## config.mk

```make
export PLATFORM = sky130hd
export DESIGN_NAME = fetch_unit
export DESIGN_NICKNAME = d
export VERILOG_FILES = /design/src/rtl/fetch_unit.sv
export SDC_FILE = /design/constraint.sdc
export NUM_CORES = 1
export LEC_CHECK = 0
export BUFFER_PORTS_ARGS = -buffer_cell sky130_fd_sc_hd__buf_2
export CAP_MARGIN = 30
export CORE_ASPECT_RATIO = 1.1
export CORE_MARGIN = 5
export CORE_UTILIZATION = 56
export DETAILED_ROUTE_END_ITERATION = 10
export PLACE_DENSITY = 0.83
export SYNTH_ARGS = -nofsm -noshare
export SYNTH_HDL_FRONTEND = slang
export SYNTH_SLANG_ARGS = --single-unit
```

## constraint.sdc

```tcl
create_clock -name clk -period 3.85 [get_ports clk]
set_clock_uncertainty 0.2 [all_clocks]
set_input_delay 0.5775 -clock clk [delete_from_list [all_inputs] [get_ports clk]]
set_output_delay 0.5775 -clock clk [all_outputs]
set_load 0.01 [all_outputs]
```

## src/rtl/fetch_unit.sv

```systemverilog
// rtl/fetch_unit.sv - instruction fetch stage with a circular {pc, instr} queue and redirect
// Redirect restarts fetch and flushes the queue; reset overrides redirect.
module fetch_unit #(
   parameter logic [31:0] RESET_PC = 32'hBFC00000,
   parameter int          QDEPTH   = 4
) (
   input  logic        clk,
   input  logic        rst,
   output logic [31:0] imem_addr,
   input  logic [31:0] imem_dout,
   input  logic        redirect_valid,
   input  logic [31:0] redirect_pc,
   output logic        out_valid,
   input  logic        out_ready,
   output logic [31:0] out_instr,
   output logic [31:0] out_pc,
   output logic [31:0] out_pc_plus4
);

   localparam int               PTR_W = $clog2(QDEPTH);
   localparam int               CNT_W = PTR_W + 1;
   localparam logic [CNT_W-1:0] FULL  = CNT_W'(QDEPTH);

   logic [31:0]      fetch_pc_q, fetch_pc_d;
   logic [PTR_W-1:0] head_q, head_d;
   logic [PTR_W-1:0] tail_q, tail_d;
   logic [CNT_W-1:0] count_q, count_d;
   logic [31:0]      pc_mem_q    [QDEPTH];
   logic [31:0]      pc_mem_d    [QDEPTH];
   logic [31:0]      instr_mem_q [QDEPTH];
   logic [31:0]      instr_mem_d [QDEPTH];
   logic             deq;
   logic             enq;
   logic             can_enq;

   assign imem_addr    = fetch_pc_q;
   assign out_valid    = (count_q != '0) && !redirect_valid;
   assign out_pc       = pc_mem_q[head_q];
   assign out_instr    = instr_mem_q[head_q];
   assign out_pc_plus4 = out_pc + 32'd4;

   // A dequeue frees a slot in the same cycle, so a full queue keeps streaming.
   assign deq     = out_valid && out_ready;
   assign can_enq = (count_q < FULL) || deq;
   assign enq     = !redirect_valid && can_enq;

   always_comb begin
      fetch_pc_d  = fetch_pc_q;
      head_d      = head_q;
      tail_d      = tail_q;
      count_d     = count_q;
      pc_mem_d    = pc_mem_q;
      instr_mem_d = instr_mem_q;
      if (redirect_valid) begin
         fetch_pc_d = redirect_pc & 32'hFFFF_FFFC;
         head_d     = '0;
         tail_d     = '0;
         count_d    = '0;
      end else begin
         if (deq) begin
            head_d = head_q + PTR_W'(1);
         end
         if (enq) begin
            pc_mem_d[tail_q]    = fetch_pc_q;
            instr_mem_d[tail_q] = imem_dout;
            tail_d              = tail_q + PTR_W'(1);
            fetch_pc_d          = fetch_pc_q + 32'd4;
         end
         case ({enq, deq})
            2'b10:   count_d = count_q + CNT_W'(1);
            2'b01:   count_d = count_q - CNT_W'(1);
            default: count_d = count_q;
         endcase
      end
   end

   always_ff @(posedge clk) begin
      if (rst) begin
         fetch_pc_q <= RESET_PC;
         head_q     <= '0;
         tail_q     <= '0;
         count_q    <= '0;
      end else begin
         fetch_pc_q <= fetch_pc_d;
         head_q     <= head_d;
         tail_q     <= tail_d;
         count_q    <= count_d;
      end
   end

   // Payload storage needs no reset: entries are only read when counted valid.
   always_ff @(posedge clk) begin
      pc_mem_q    <= pc_mem_d;
      instr_mem_q <= instr_mem_d;
   end

endmodule

```

==> results of run 1 <==
metal layers:
layer / up-vias / GRT usage, %
met5: - / 0
met4: 0 / 4.54
met3: 28 / 3.32
met2: 302 / 35.0
met1: 3409 / 29.9
li1: 3094 / -
through the flow:
step | worst slack [ns] | hold WS (ns) | util (%) | total power [mW] | instance area [sq um]
after floorplan | 0.461 | 0.281 | - | 3.85 | 11800
after global placement | 0.542 | 0.301 | 63.1 | 4.06 | 13000
after detailed placement | 0.528 | 0.325 | 63.1 | 4.08 | 13000
after CTS | 0.0442 | 0.0524 | 67.6 | 6.78 | 14000
after global routing | 0.0406 | 0.0561 | 68.0 | 6.97 | 14000
final | 0.201 | 0.0721 | 68.0 | 6.73 | 14000
power by group:
part	switching (mW)	internal, mW	total (mW)	leakage (nW)
logic	0.272	0.196	0.468	1.92
registers	0.0712	3.47	3.54	2.57
clock network	1.08	1.64	2.72	0.440
total	1.42	5.31	6.73	4.93
flip-flops by register name (all words and copies together), names as in the netlist:
signal and cells:
head_q 2, instr_mem_q 128, count_q 3, tail_q 2
imem_addr 30, pc_mem_q 120
worst max-delay path: cells and delay by family, from the launching register on:
| kind | cells | cell delay [ns] |
|---|---|---|
| xor+xnor | 1 | 0.13 |
| fa+ha+maj | 1 | 0.25 |
| flops | 1 | 0.48 |
| simple gates | 3 | 0.66 |
| mux | 1 | 0.54 |
| buf+inv | 2 | 0.29 |
placed cells by master (no fill, tap or decap), types with 10 or more instances in the layout:
| cell type | instances |
|---|---|
| clkbuf_16 | 29 |
| mux4_1 | 10 |
| buf_4 | 11 |
| nand3_1 | 18 |
| inv_1 | 18 |
| a211oi_1 | 14 |
| nand2_1 | 26 |
| a21oi_1 | 10 |
| xnor2_1 | 24 |
| edfxtp_1 | 248 |
| mux4_2 | 52 |
| xor2_1 | 30 |
| buf_2 | 188 |
| nand4_1 | 11 |
| nor3_1 | 24 |
| nor2_1 | 30 |
| and3_1 | 13 |
| dfxtp_1 | 35 |
final cells by class:
class / count / area [sq um]
Timing Repair Buffer: 206 / 1160
Clock inverter: 12 / 165
Multi-Input combinational cell: 345 / 3360
Clock buffer: 37 / 756
Fill cell: 1370 / 6620
Inverter: 19 / 71.3
Sequential cell: 285 / 8200
Tap cell: 256 / 320
path summary, 6_finish.rpt:
check	from	endpoint	slack, ns	depth (start not counted)
worst min register to register	count_q[1]	count_q[1]	0.33	2
worst min-delay path	imem_dout[18]	instr_mem_q[114]	0.07	1
worst max register to register	count_q[2]	count_q[2]	1.20	8
worst max-delay path	head_q[0]	out_pc_plus4[12]	0.20	8
logic make-up after synthesis:
| family | after synthesis | synth area share, % |
|---|---|---|
| adders and majority gates | 8 | 0.914 |
| DFF | 285 | 69.5 |
| xor gates and xnor gates | 54 | 4.02 |
| AOI/OAI and AO/OA | 46 | 2.75 |
| and+or+nand+nor | 166 | 8.09 |
| buffers and inverters | 50 | 2.23 |
| muxes | 65 | 12.4 |
| other | 1 | 0.0318 |
timing repair:
item	4_1_cts	5_1_grt
pin swaps	0	0
setup endpoints to repair	1	2
setup buffers	0	7
gates cloned	0	0
hold endpoints to repair	0	0
gates resized for setup	1	0
==> results.py, run 1 <==
metrics = {
    "clock_network": {
        "cts_tree": "built",
        "htree_levels": 1,
        "cts_sinks": 285,
        "clockBufferDepth": 3,
        "clk_pin_slew_worst_paths_ns": 0.06,
        "cts_hold_buf": 0,
        "root_buffer": "clkbuf_16",
        "insertion_delay_ns": 0.52,
        "cts_inserted_buffers": 28,
    },
    "power": {
        "power.leakage_nw": 4.93,
        "power_density_mw_per_mm2": 480,
        "ir_drop_mv": 0.402,
    },
    "logic_synthesis": {
        "synth_ff_type": "edfxtp_1",
        "synth_area_leader_cell": "edfxtp_1",
        "synthDistinctLibCells": 55,
        "syn_area_sq_mm": 0.0118,
        "synthCells": 675,
        "synthTopCellsByCount": "edfxtp_1, mux4_2, dfxtp_1",
        "synth_most_common_cell": "edfxtp_1",
        "synthTopCellsByArea": "edfxtp_1, mux4_2, dfxtp_1, mux4_1, xor2_1",
        "syn_avg_cell_area_sq_um": 17.4,
        "synth.top_cell.area_share_pct": 63.2,
        "synth-edff-count": 248,
        "yosysWarnings": 0,
        "yosysSeqAreaShare_pct": 69.5,
        "async_flop_share_pct": 0,
        "ys_ff_latch": 285,
    },
    "drt": {
        "met2_length_microns": 12800,
        "drc": 0,
        "vias": 6833,
        "ant_nets": 0,
        "top_layer": "met4",
        "vias_per_cell": 5.89,
        "drt_iter0_markers": 426,
        "met3WireLength_microns": 1960,
        "drt_wl_total_microns": 25600,
        "wl_met1_microns": 10500,
        "firstDrtPassIters": 5,
        "wl_per_cell_microns": 22.1,
    },
    "sta": {
        "rsz0062_at_grt": "false",
        "fin_crit_sh_pct": 94.8,
        "fmax_ghz": 0.274,
        "worst_pin_slew_ns": 0.944,
        "min_period_ns": 3.65,
        "slew_headroom_pct": 36.5,
        "setup_tns_ns": 0,
        "hold_viol_final": 0,
        "final_max_slew_viol_count": 0,
        "setup_viol": 0,
    },
    "final_layout": {
        "post_layout_nonfiller_instances": 1160,
        "areaGrowthSynthToFinish_pct": 19.1,
        "antennaDiodeCount": 0,
        "finalNetCount": 961,
        "drive_gt1_share_pct": 35.0,
    },
    "placed_design": {
        "gp_congestion": 0.829,
        "portBuffers": 188,
        "dp_cells": 1104,
        "hpwl_microns": 16900,
    },
    "worst_setup_path": {
        "path_cells": "buf_4, mux4_2, ha_1, and3_1, and2_1, and3_1, xor2_1, buf_2",
        "criticalPathCategory": "reg -> out",
        "cpPeakStageDelay_ns": 0.54,
        "critPathMaxFanout": 12,
        "cp_slowest_cell": "mux4_2",
        "worstPathArrival_ns": 2.87,
        "cp_common_cell": "and3_1",
        "critical_path_required_ns": 3.07,
        "end_kind": "output port",
        "start_kind": "flip-flop",
    },
    "global_route": {
        "grtUsageTotal_pct": 21.0,
        "antenna_found_initial": 0,
        "grt_pass1_vias": 6993,
        "grt_max_degree": 48,
        "grt_overflow": 0,
        "grt_pass1_wl_microns": 39700,
    },
    "floorplan": {
        "die_x_microns": 148,
        "dieArea_sq_mm": 0.0240,
        "floorplan.rows": 55,
        "die_h_microns": 162,
        "initial_core_util_pct": 57.0,
        "ios": 197,
        "core_sq_mm": 0.0206,
    },
    "hold_path": {
        "hold_class": "in -> reg",
    },
    "run": {
        "drv_cap": 0,
    },
    "outcome": {
        "outcome": "completed",
    },
}
Note: power is estimated with default switching activity, not from simulation.
==> inputs of run 2 (changes only) <==
--- a/config.mk
+++ b/config.mk
@@ -11,7 +11,8 @@
 export CORE_MARGIN = 5
 export CORE_UTILIZATION = 56
 export DETAILED_ROUTE_END_ITERATION = 10
-export PLACE_DENSITY = 0.83
+export PLACE_DENSITY = 0.9
+export SETUP_SLACK_MARGIN = 0.5
 export SYNTH_ARGS = -nofsm -noshare
 export SYNTH_HDL_FRONTEND = slang
 export SYNTH_SLANG_ARGS = --single-unit
==> run 2 against run 1 <==
  * Clock-buffer cell count rose by 7
  * Critical path depth increased by 1
  * Worst setup slack improved by 0.18 ns
  * Critical path type unchanged
==> results.py, run 2 (synthesis gave the netlist of run 1 again) <==
metrics = {
    "outcome": {
        "outcome": "completed",
    },
    "floorplan": {
        "dieArea_sq_mm": 0.0240,
        "core_sq_mm": 0.0206,
        "floorplan.rows": 55,
        "initial_core_util_pct": 57.0,
        "die_h_microns": 162,
        "ios": 197,
        "die_x_microns": 148,
    },
    "sta": {
        "min_period_ns": 3.47,
        "hold_viol_final": 0,
        "fin_ws_ns": 0.380,
        "fin_crit_sh_pct": 90.1,
        "rsz0062_at_grt": "true",
        "final_max_slew_viol_count": 0,
        "setup_tns_ns": 0,
        "setup_viol": 0,
        "fmax_ghz": 0.288,
        "slew_headroom_pct": 34.1,
        "hold_slack_ns": 0.0646,
        "worst_pin_slew_ns": 0.979,
    },
    "drt": {
        "ant_nets": 0,
        "drt_wl_total_microns": 27500,
        "vias": 7147,
        "drt_iter0_markers": 639,
        "vias_per_cell": 5.97,
        "firstDrtPassIters": 5,
        "wl_per_cell_microns": 23.0,
        "drc": 0,
    },
    "hold_path": {
        "hold_depth": 1,
        "hold_class": "in -> reg",
    },
    "clock_network": {
        "htree_levels": 1,
        "cts_tree": "built",
        "root_buffer": "clkbuf_16",
        "clk_pin_slew_worst_paths_ns": 0.06,
        "insertion_delay_ns": 0.52,
        "cts_inserted_buffers": 28,
        "clockBufferDepth": 3,
        "cts_sinks": 285,
    },
    "power": {
        "ir_drop_mv": 0.374,
        "swShare_pct": 21.0,
        "p_int_mw": 5.49,
        "p_clk_share_pct": 41.6,
        "comb_power_share_pct": 7.4,
        "p_seq_share_pct": 51.0,
        "netSwitchingPower_mw": 1.46,
        "power.leakage_nw": 5.23,
        "power_density_mw_per_mm2": 477,
    },
    "global_route": {
        "grt_max_degree": 35,
        "grt_overflow": 0,
        "grt_pass1_wl_microns": 41800,
        "grtUsageTotal_pct": 22.4,
        "grt_pass1_vias": 7359,
        "antenna_found_initial": 1,
    },
    "final_layout": {
        "largest-register": "instr_mem_q",
        "mostFrequentLayoutCell": "edfxtp_1",
        "drive_gt1_share_pct": 41.3,
        "nFillCells": 1291,
        "finalCoreUtilization_pct": 70.6,
        "largest_reg_flops": 128,
        "areaGrowthSynthToFinish_pct": 23.8,
        "finalNetCount": 995,
        "final_cell_mix": "edfxtp_1, buf_2, mux4_2, buf_4, dfxtp_1",
    },
    "placed_design": {
        "portBuffers": 188,
        "hpwl_microns": 17100,
        "gp_congestion": 0.792,
        "pre_cts_ws_ns": 0.554,
    },
    "worst_setup_path": {
        "critPathMaxFanout": 7,
        "end_kind": "output port",
        "path_cells": "buf_6, buf_6, mux4_2, and4_4, nand3_4, buf_4, nor3_4, xor2_1, buf_2",
        "criticalPathCategory": "reg -> out",
        "cp_common_cell": "buf_6",
        "reg2reg_depth": 8,
        "start_kind": "flip-flop",
        "critical_path_required_ns": 3.07,
        "cp_slowest_cell": "dfxtp_4",
        "worstPathArrival_ns": 2.69,
        "cpPeakStageDelay_ns": 0.41,
    },
    "run": {
        "drv_cap": 0,
    },
}
run 2: path summary, 6_finish.rpt:
kind | from | to | slack (ns)
worst min register to register | count_q[1] | count_q[1] | 0.34
worst max register to register | count_q[2] | count_q[2] | 1.22
worst min-delay path | imem_dout[0] | instr_mem_q[96] | 0.06
worst max-delay path | head_q[0] | out_pc_plus4[19] | 0.38
run 2: what timing repair did:
action	4_1_cts	5_1_grt
cloned	1	0
pin swaps	11	16
setup buffers	27	14
resized for setup	43	11
setup endpoints to repair	24	23
hold buffers	0	0
run 2: metal layers:
metal | global-route usage, % | vias to the layer above | wire length [microns]
met5 | 0 | - | 0
met4 | 8.32 | 0 | 873
met3 | 3.46 | 60 | 1730
met1 | 29.4 | 3600 | 10900
li1 | - | 3172 | -
met2 | 38.1 | 315 | 14000
run 2: critical path, delay by kind of cell, from the launching register on:
family	cells	cell delay, ns
muxes	1	0.36
and+or+nand+nor	3	0.62
DFF	1	0.41
xor gates and xnor gates	1	0.18
buffers and inverters	4	0.61
run 2: cell type report:
class | instances | area (sq um) | area share [%]
diodes | 1 | 2.50 | 0.0172
clock buffers | 44 | 862 | 5.92
clock inverters | 8 | 146 | 1.00
inverters | 19 | 71.3 | 0.489
multi-input cells | 345 | 3480 | 23.9
flip-flops and latches | 285 | 8200 | 56.2
well taps | 256 | 320 | 2.20
repair buffers | 240 | 1500 | 10.3
run 2: stage by stage:
stage / instances / area, sq um / power, mW
floorplan: 680 / 11800 / 3.85
global placement: 1103 / 13000 / 4.06
detailed placement: 1103 / 13000 / 4.08
CTS: 1183 / 14400 / 6.97
global route: 1198 / 14600 / 7.18
finish: 1198 / 14600 / 6.95
run 2: power groups by stage:
stage	logic [mW]	clock network, mW	registers (mW)
2_1_floorplan	0.259	0	3.59
3_3_place_gp	0.460	0	3.60
3_5_place_dp	0.472	0	3.61
4_1_cts	0.502	2.93	3.54
5_1_grt	0.554	3.07	3.55
6_report	0.516	2.89	3.54
